**src/rtl/bit_serial_addsub.sv**
```systemverilog
// Bit-serial adder/subtractor. A single full-adder cell is reused once per
// clock, LSB first, to produce a WIDTH-bit sum (or difference) and carry-out.
// Optional signed-overflow output: define ADDSUB_OVF_EN.
//
// state | meaning
// ------+-----------------------------------------------------------
// IDLE  | waiting for an operand bundle; in_ready=1
// RUN   | one bit per clock through the full adder; WIDTH cycles
// DONE  | result held on sum/cout(/ovf); out_valid=1 until out_ready

module fullAdder (
  input  logic a,
  input  logic b,
  input  logic cin,
  output logic s,
  output logic cout
);
  assign s    = a ^ b ^ cin;
  assign cout = (a & b) | (cin & (a ^ b));
endmodule

module bit_serial_addsub #(
  parameter int WIDTH = 8
) (
  input  logic             clk,
  input  logic             reset,
  input  logic             in_valid,
  output logic             in_ready,
  input  logic [WIDTH-1:0] a,
  input  logic [WIDTH-1:0] b,
  input  logic             sub,
  output logic             out_valid,
  input  logic             out_ready,
  output logic [WIDTH-1:0] sum,
  output logic             cout
`ifdef ADDSUB_OVF_EN
  ,
  output logic             ovf
`endif
);

  localparam int CNT_W = $clog2(WIDTH) + 1;

  typedef enum logic [1:0] {IDLE, RUN, DONE} state_t;

  state_t            state_q, state_d;
  logic [WIDTH-1:0]  sh_a, sh_b;
  logic              carry;
  logic [CNT_W-1:0]  cnt;
  logic              fa_s, fa_c;
  logic              accept, last_bit;

  fullAdder u_fa (
    .a    (sh_a[0]),
    .b    (sh_b[0]),
    .cin  (carry),
    .s    (fa_s),
    .cout (fa_c)
  );

  // State register.
  always_ff @(posedge clk or posedge reset) begin
    if (reset) state_q <= IDLE;
    else       state_q <= state_d;
  end

  // Next-state and handshake outputs.
  always_comb begin
    state_d   = state_q;
    in_ready  = 1'b0;
    out_valid = 1'b0;
    accept    = 1'b0;
    last_bit  = 1'b0;
    case (state_q)
      IDLE: begin
        in_ready = 1'b1;
        if (in_valid) begin
          accept  = 1'b1;
          state_d = RUN;
        end
      end
      RUN: begin
        if (cnt == CNT_W'(WIDTH - 1)) begin
          last_bit = 1'b1;
          state_d  = DONE;
        end
      end
      DONE: begin
        out_valid = 1'b1;
        if (out_ready) state_d = IDLE;
      end
      default: state_d = IDLE;
    endcase
  end

  // Operand capture, serial shift datapath and result registers.
  always_ff @(posedge clk or posedge reset) begin
    if (reset) begin
      sh_a  <= '0;
      sh_b  <= '0;
      carry <= 1'b0;
      cnt   <= '0;
      sum   <= '0;
      cout  <= 1'b0;
`ifdef ADDSUB_OVF_EN
      ovf   <= 1'b0;
`endif
    end else if (accept) begin
      // Subtraction is A + ~B + 1: invert B and seed the carry with sub.
      sh_a  <= a;
      sh_b  <= sub ? ~b : b;
      carry <= sub;
      cnt   <= '0;
    end else if (state_q == RUN) begin
      sum   <= {fa_s, sum[WIDTH-1:1]};
      sh_a  <= sh_a >> 1;
      sh_b  <= sh_b >> 1;
      carry <= fa_c;
      cnt   <= cnt + CNT_W'(1);
      if (last_bit) begin
        cout <= fa_c;
`ifdef ADDSUB_OVF_EN
        // carry still holds the carry into the MSB on this edge.
        ovf  <= carry ^ fa_c;
`endif
      end
    end
  end

endmodule

```
**config.mk**
```make
export PLATFORM = sky130hd
export DESIGN_NAME = bit_serial_addsub
export DESIGN_NICKNAME = d
export VERILOG_FILES = /design/src/rtl/bit_serial_addsub.sv
export SDC_FILE = /design/constraint.sdc
export NUM_CORES = 1
export LEC_CHECK = 0
export CORE_MARGIN = 2
export CORE_UTILIZATION = 45
export DETAILED_ROUTE_END_ITERATION = 6
export GPL_TIMING_DRIVEN = 0
export MAX_ROUTING_LAYER = met4
export PLACE_DENSITY = 0.78
export SETUP_SLACK_MARGIN = 0.2
export SLEW_MARGIN = 20
export SYNTH_ARGS = -nofsm -noshare
export SYNTH_HDL_FRONTEND = slang
export SYNTH_HIERARCHICAL = 1
export SYNTH_SLANG_ARGS = --single-unit
export TNS_END_PERCENT = 20
```
**constraint.sdc**
```tcl
create_clock -name clk -period 1.2 [get_ports clk]
set_input_delay 0.24 -clock clk [delete_from_list [all_inputs] [get_ports clk]]
set_output_delay 0.24 -clock clk [all_outputs]
set_load 0.005 [all_outputs]
```
**Word-level counts from Yosys, hierarchy flattened**

Cells that the tools add are included.

- Register bits: 32
- Bits in latches: 0
- Memory bits (writable): 0
- Bits in read-only memories: 0
- Word-level logic and storage cells: 45
- Output and inout port bits: 11
- Memories: 0

- Shifts and indexed selects: 0
- $mul: 0
- $add $sub $neg: 1
- Eq/ne operators: 6
- Div/mod/pow operators: 0
- Order comparisons: 0
- Bitwise logic cells: 7
- Multiplexer cells: 19
- Reductions and logical operators: 5

Operator list:

| kind | count |
|---|---|
| two-way mux 8 bit | 5 |
| two-way mux 1 bit | 8 |
| two-way mux 4 bit | 2 |
| inverter 8 bit | 1 |
| two-way mux 2 bit | 3 |
| inequality test 2 bit, second input constant | 3 |
| case mux 2 bit (3 select lines) | 1 |
| AND reduction 3 bit | 2 |
| adder 4 x 1 -> 4 bit, second input constant | 1 |
| == test 4 x 3 -> 1 bit, second input constant | 1 |
| bitwise AND 1 bit | 2 |
| == test 2 x 1 -> 1 bit, second input constant | 1 |
| == test 2 bit, second input constant | 1 |
| zero test 2 bit | 1 |
| AND reduction 2 bit | 1 |
| nonzero test 2 bit | 1 |
| bitwise XOR 1 bit | 2 |
| inverter 1 bit | 1 |
| bitwise OR 1 bit | 1 |

**Logic depth before layout (Yosys ltp)**

Gate-level depths: netlist of run 1.

- Depth after elaboration: 5
- Mapped depth: 5

**Cells and area by module**

Netlist of run 1, hierarchy kept.

By module, submodules not included:

| module | sequential area each (µm²) | cells an instance | instances | area an instance (µm²) |
|---|---|---|---|---|
| bit_serial_addsub | 800.8 | 149 | 1 | 1475.2 |
| fullAdder | 0.0 | 1 | 1 | 20.0 |

**Least setup slack after synthesis of run 1**

No wires, ideal clock.

- Kind: reg-to-reg
- Start point: register cnt[0]
- End point: register cout
- Setup time: 127 ps
- Clock period less this slack: 1279 ps
- Arrival: 1152 ps
- Slack: -79 ps
- Cell stages (with the launch flop): 5
- Cell sequence: dfrtp_1 > ha_1 > and3b_1 > nand2_1 > mux2_1

- Cells in the longest elaborated chain, start to end: 4

Ends and longest elaborated chain:

| element | RTL line | text |
|---|---|---|
| start: declaration | 49 | `logic [CNT_W-1:0] cnt;` |
| start signal: assignment | 119 | `cnt <= cnt + CNT_W'(1);` |
| == test 4 x 3 -> 1 bit | 83 | `if (cnt == CNT_W'(WIDTH - 1)) begin` |
| two-way mux 1 bit | 83 |  |
| two-way mux 1 bit | 74 | `case (state_q)` |
| AND reduction 3 bit (no line) | - |  |
| end signal: assignment | 104 | `cout <= 1'b0;` |
| end signal: assignment | 121 | `cout <= fa_c;` |
| end: declaration | 35 | `output logic cout` |

No other way between the ends.
A chain may end at the register's enable or synchronous reset.

**Worst setup path after layout of run 1**

- Start point: register state_q[1]
- End point: register sh_b[3]

- Cells in the longest elaborated chain, start to end: 3
- Elaborated cells between the ends (all ways): 5

Ends and longest elaborated chain:

| element | RTL line | text |
|---|---|---|
| start: declaration | 46 | `state_t state_q, state_d;` |
| start signal: assignment | 64 | `else state_q <= state_d;` |
| zero test 2 bit | 74 |  |
| two-way mux 1 bit | 74 |  |
| two-way mux 8 bit or nonzero test 2 bit (tied branches) | - |  |
| end signal: assignment | 111 | `sh_b <= sub ? ~b : b;` |
| end signal: assignment | 117 | `sh_b <= sh_b >> 1;` |
| end: declaration | 47 | `logic [WIDTH-1:0] sh_a, sh_b;` |

Several ways; a longest one is shown, not always the timed one.

==> flow_summary.json, run 1 <==
{
  "ctsHoldBuffers": 0,
  "synth.distinct_cells": 27,
  "tightest_slew_ps": 670,
  "finalNetCount": 227,
  "dp_slack_ps": -321,
  "vias_per_cell": 4.89,
  "ant_nets": 0,
  "crit_chain": "buf_6 -> nor3b_4 -> buf_6 -> clkbuf_16 -> nand2_1 -> o21ai_1",
  "finalCritPeriodShare_pct": 110,
  "synth_area_per_cell_sq_um": 9.97,
  "holdWs_ps": 316,
  "leakage_nw": 1.06,
  "initial_utilization_pct": 48.2,
  "final_common_cell": "nand2_1",
  "path_class": "reg2reg",
  "vias": 1213,
  "ys_warn_count": 6,
  "cts_max_level": 2,
  "clk_latency_ps": 340,
  "grt_pass1_vias": 1210,
  "syn_area_sq_um": 1500,
  "overflow": 0,
  "placed_cell_area_sq_um": 1870,
  "use_met3_pct": 7.14,
  "io_pins": 32,
  "startpoint_type": "register",
  "root_buffer": "clkbuf_4",
  "die_height_um": 61.6,
  "cts_tree": "built",
  "cts_max_path_buffers": 2,
  "finalSetupViolations": 30,
  "wl_mm": 3.47,
  "critical_path_required_ps": 1470,
  "dpl.hpwl_mm": 2.08,
  "crit_fanout": 5,
  "postSynthCellCount": 150,
  "dpl.cell_count": 224,
  "slowest_delay_ps": 440,
  "violations": "negative setup slack",
  "grt_util_all_layers_pct": 21.3,
  "use_met2_pct": 34.4,
  "die-width_um": 61.6,
  "busiest_layer": "met2",
  "drv_slew": 0,
  "drv_cap": 0,
  "cts_inserted_buffers": 5,
  "n_antenna_cell": 0,
  "wl_per_cell_um": 14.0,
  "finalCriticalPeriod_ps": 1320,
  "drive_above_1_share_pct": 34.3,
  "num_rows": 20,
  "mostFrequentLayoutCells": "nand2_1, dfrtp_1, clkdlybuf4s50_1, buf_2, buf_4",
  "power.density_nw_per_um2": 2250,
  "seq_area_frac_synth_pct": 53.6,
  "firstDrtPassIters": 4,
  "grt_pass1_wl_mm": 5.49,
  "hp-class": "in2async",
  "critPathArrivalTime_ps": 1600,
  "ir_drop_mv": 1.00,
  "crit_slowest_cell": "dfrtp_2",
  "stdcell_area_sq_um": 2140,
  "crit_path_frequent_cell": "buf_6",
  "antenna_found_initial": 0,
  "finalHoldViolCount": 0,
  "gp_congestion": 0.789,
  "clkSinkCount": 32,
  "drc": 0,
  "design.die.area_sq_um": 3800,
  "synthToLayoutAreaGrowth_pct": 43.0,
  "rsz0062_at_grt": "yes",
  "maxSlewHeadroom_pct": 55.3,
  "syn_nets": 173,
  "grt_start_max_net_pins": 33,
  "clk_pin_slew_worst_paths_ps": 90,
  "numPortBuffers": 30,
  "use_met1_pct": 23.8,
  "fin_cells": 248,
  "ys_ff_latch": 32,
  "core_area_sq_um": 3100,
  "setup_ws_ps": -124,
  "fin_skew_ps": 1.82,
  "end_kind": "register",
  "fmax_ghz": 0.756,
  "fill_cells": 268,
  "status": "finished with violations",
  "drtIter0Drc": 87
}
[state kept, by name, summed over array words and instances (netlist names)]
signal   count
state_q      2
carry        1
cnt          4
sum          8
cout         1
sh_b         8
sh_a         8
[metrics by stage]
stage	power, mW	TNS [ps]	utilization (%)
floorplan	2.97	-22.3	-
global placement	3.52	-18830	60.1
detailed placement	3.63	-5550	60.1
CTS	4.59	-1690	66.0
finish	4.81	-2230	68.9
global route	5.17	-3860	68.9
[synth_stat cells]
library cell | n | area (sq um)
a22oi_1 | 8 | 60.1
nor3b_1 | 1 | 7.51
inv_1 | 1 | 3.75
nor2_1 | 1 | 3.75
nor2b_2 | 1 | 8.76
a21o_1 | 1 | 7.51
nor2b_1 | 1 | 6.26
xor2_1 | 9 | 78.8
o21bai_2 | 1 | 11.3
mux2_1 | 1 | 11.3
fa_1 | 1 | 20.0
buf_6 | 3 | 33.8
nor3b_2 | 1 | 12.5
ha_1 | 1 | 12.5
o21ai_1 | 5 | 25.0
nand3_1 | 1 | 5.00
nand2b_1 | 1 | 6.26
o21bai_1 | 2 | 15.0
buf_4 | 1 | 7.51
o21ai_0 | 6 | 30.0
nand2b_2 | 1 | 8.76
and3b_1 | 1 | 8.76
mux2i_1 | 7 | 70.1
o22ai_1 | 1 | 6.26
buf_2 | 4 | 20.0
dfrtp_1 | 32 | 801
nand2_1 | 57 | 214
[final cells by class]
type	count	area [sq um]	area share, %
Timing Repair Buffer	47	409	19.1
Buffer	8	87.6	4.10
Sequential cell	32	803	37.6
Multi-Input combinational cell	109	714	33.4
Tap cell	44	55.1	2.57
Inverter	1	3.75	0.176
Clock buffer	7	65.1	3.04
[where the power goes]
| group | internal (mW) | total (mW) | leakage (nW) | switching (mW) |
|---|---|---|---|---|
| clock network | 0.332 | 0.686 | 0.0374 | 0.354 |
| registers | 1.53 | 1.83 | 0.408 | 0.297 |
| logic | 1.21 | 2.29 | 0.612 | 1.08 |
| total | 3.07 | 4.81 | 1.06 | 1.73 |
[cell families after synthesis]
| group | after synthesis | synth area share (%) |
|---|---|---|
| compound gates | 24 | 10.4 |
| xor+xnor | 9 | 5.27 |
| fa+ha+maj | 2 | 2.18 |
| buf+inv | 9 | 4.35 |
| flops | 32 | 53.6 |
| mux | 8 | 5.44 |
| simple gates | 66 | 18.8 |
[what timing repair did]
action / CTS / global route
pin swaps: 4 / 6
resized for setup: 59 / 23
endpoints found under the hold margin: 0 / 0
setup buffers: 15 / 0
gates cloned: 1 / 1
endpoints found under the setup margin: 43 / 43
[worst max-delay path: cells and delay by family (launching register included)]
family          cells  cell delay (ps)
simple gates        2              300
flops               1              440
buf+inv             3              450
compound gates      1               70
[per-layer routing]
metal / wire (um) / share of wire, %
met3: 191 / 5.5
met1: 1430 / 41
met2: 1780 / 51
met5: 0 / 0
met4: 70 / 2.0
[path summary, 6_finish.rpt]
kind | slack, ps | cells past startpoint | end | from
max | -120 | 6 | sh_b[3] | state_q[1]
min | 320 | 2 | carry | reset
max reg2reg | -120 | 6 | sh_b[3] | state_q[1]
min reg2reg | 480 | 2 | sh_a[3] | sh_a[3]
max in group asynchronous | 410 | 2 | state_q[0] | reset
min in group clk | 330 | 3 | carry | sub
Note: power is estimated with default switching activity, not from simulation.
==> run 2, diff against run 1 <==
--- a/config.mk
+++ b/config.mk
@@ -12,7 +12,7 @@
 export MAX_ROUTING_LAYER = met4
 export PLACE_DENSITY = 0.78
 export SETUP_SLACK_MARGIN = 0.2
-export SLEW_MARGIN = 20
+export SLEW_MARGIN = 5
 export SYNTH_ARGS = -nofsm -noshare
 export SYNTH_HDL_FRONTEND = slang
 export SYNTH_HIERARCHICAL = 1
==> run 2 against run 1 <==
Effect of this change:
- the run still ends with negative setup slack left
- sequential cell count unchanged
- final area grew 2.8%
- utilization increased by 1.9 points
- register-to-register slack got worse by 30 ps
- routed wire length increased by 1.4%
- first-iteration DRC count decreased by 31%
- fmax is 2.5% lower
- clock-buffer cell count stayed put
- final cell count grew 2.0%
- die area did not move
==> flow_summary.json, run 2 (same netlist as run 1, synthesis figures left out) <==
{
  "antenna_found_initial": 0,
  "power_switching_mw": 1.74,
  "vias_per_cell": 4.95,
  "swShare_pct": 35.7,
  "final_common_cell": "nand2_1",
  "hp-class": "in2async",
  "drtIter0Drc": 60,
  "finalNetCount": 232,
  "cts_max_level": 2,
  "mostFrequentLayoutCells": "nand2_1, dfrtp_1, clkdlybuf4s50_1, buf_4, buf_2",
  "drv_cap": 0,
  "grt_pass1_vias": 1215,
  "synthToLayoutAreaGrowth_pct": 47.0,
  "clk_latency_ps": 340,
  "holdWs_ps": 336,
  "placed_cell_area_sq_um": 1870,
  "cts_tree": "built",
  "grt_start_max_net_pins": 33,
  "status": "finished with violations",
  "overflow": 0,
  "drc": 0,
  "ctsHoldBuffers": 0,
  "num_rows": 20,
  "die_height_um": 61.6,
  "p_clk_share_pct": 14.2,
  "crit_fanout": 5,
  "fin_util_pct": 70.8,
  "finalSetupViolations": 32,
  "power.density_nw_per_um2": 2220,
  "wl_per_cell_um": 13.9,
  "stdcell_area_sq_um": 2200,
  "maxSlewHeadroom_pct": 54.7,
  "initial_utilization_pct": 48.2,
  "dpl.cell_count": 224,
  "ant_nets": 0,
  "vias": 1253,
  "n_antenna_cell": 0,
  "firstDrtPassIters": 4,
  "root_buffer": "clkbuf_4",
  "ir_drop_mv": 0.951,
  "internal_power_mw": 3.13,
  "fin_cells": 253,
  "startpoint_type": "register",
  "io_pins": 32,
  "core_area_sq_um": 3100,
  "setup_ws_ps": -157,
  "tightest_slew_ps": 678,
  "finalCriticalPeriod_ps": 1360,
  "gp_congestion": 0.789,
  "path_class": "reg2reg",
  "fin_skew_ps": 12.4,
  "cts_inserted_buffers": 5,
  "clk_pin_slew_worst_paths_ps": 100,
  "end_kind": "register",
  "finalSetupTns_ps": -3140,
  "drv_slew": 0,
  "design.die.area_sq_um": 3800,
  "critPathArrivalTime_ps": 1590,
  "critical_path_required_ps": 1430,
  "grt_pass1_wl_mm": 5.22,
  "dpl.hpwl_mm": 2.08,
  "finalHoldViolCount": 0,
  "reg_top3": "sh_a x8, sh_b x8, sum x8",
  "combPwrFrac_pct": 48.2,
  "cts_max_path_buffers": 2,
  "wl_mm": 3.52,
  "die-width_um": 61.6,
  "numPortBuffers": 30,
  "clkSinkCount": 32,
  "finalCritPeriodShare_pct": 113,
  "fmax_ghz": 0.737,
  "leakage_nw": 1.10,
  "power_frac_seq_pct": 37.6,
  "drive_above_1_share_pct": 34.4,
  "grt_util_all_layers_pct": 20.0,
  "violations": "negative setup slack",
  "rsz0062_at_grt": "yes"
}
-- run 2: cell types whose count changed in the layout (fill, tap and decap cells not counted), sizes merged --
cell      previous run  this run
buf                 35        39
clkbuf               8         9
clkinvlp             0         1
inv                  1         0
-- run 2: layout make-up --
type	count	area, sq um
fill	251	905
inverter	1	7.51
tap	44	55.1
buffer	8	91.3
multi-input combinational	109	729
timing repair buffer	52	447
clock buffer	7	65.1
sequential	32	803
-- run 2: power by group through the flow --
stage	combinational, mW	sequential [mW]	clock, mW
global placement	1.69	1.83	0
floorplan	1.16	1.81	0
global route	2.61	1.88	0.751
detailed placement	1.76	1.87	0
finish	2.35	1.83	0.693
CTS	1.96	1.81	0.692
-- run 2: per-stage QoR --
step | setup WS, ps | total power, mW
after floorplan | -21.3 | 2.97
after global placement | -432 | 3.52
after detailed placement | -487 | 3.63
after CTS | -223 | 4.46
after global routing | -199 | 5.25
final | -157 | 4.87
-- run 2: path summary, 6_finish.rpt --
kind                            start    endpoint  slack [ps]  cells after the start
max                        state_q[0]     sh_b[6]        -160                      5
min                             reset  state_q[1]         340                      2
max reg2reg                state_q[0]     sh_b[6]        -160                      5
min reg2reg                   sh_a[3]     sh_a[3]         480                      2
max in group asynchronous       reset  state_q[0]         450                      2
min in group clk                  sub       carry         340                      3
-- run 2: repair_timing --
| item | CTS | global route |
|---|---|---|
| buffers inserted | 12 | 6 |
| endpoints found under the setup margin | 75 | 43 |
| hold endpoints to repair | 0 | 0 |
| gates cloned | 0 | 4 |
| resized for setup | 51 | 36 |
| pin swaps | 4 | 9 |
-- run 2: worst max-delay path, stage by stage, from the launching register on --
cell and delay, ps:
dfrtp_2 460, buf_6 150, nor2b_4 190, buf_4 170, mux2i_1 200, o21ai_1 80
-- run 2: layer usage --
metal  wire (um)  GRT usage (%)  vias to the layer above
met4          50           8.51                        0
met2        1850           33.4                       34
met1        1430           21.3                      598
met3         192           7.14                        6
met5           0              -                        -
li1            -              -                      615
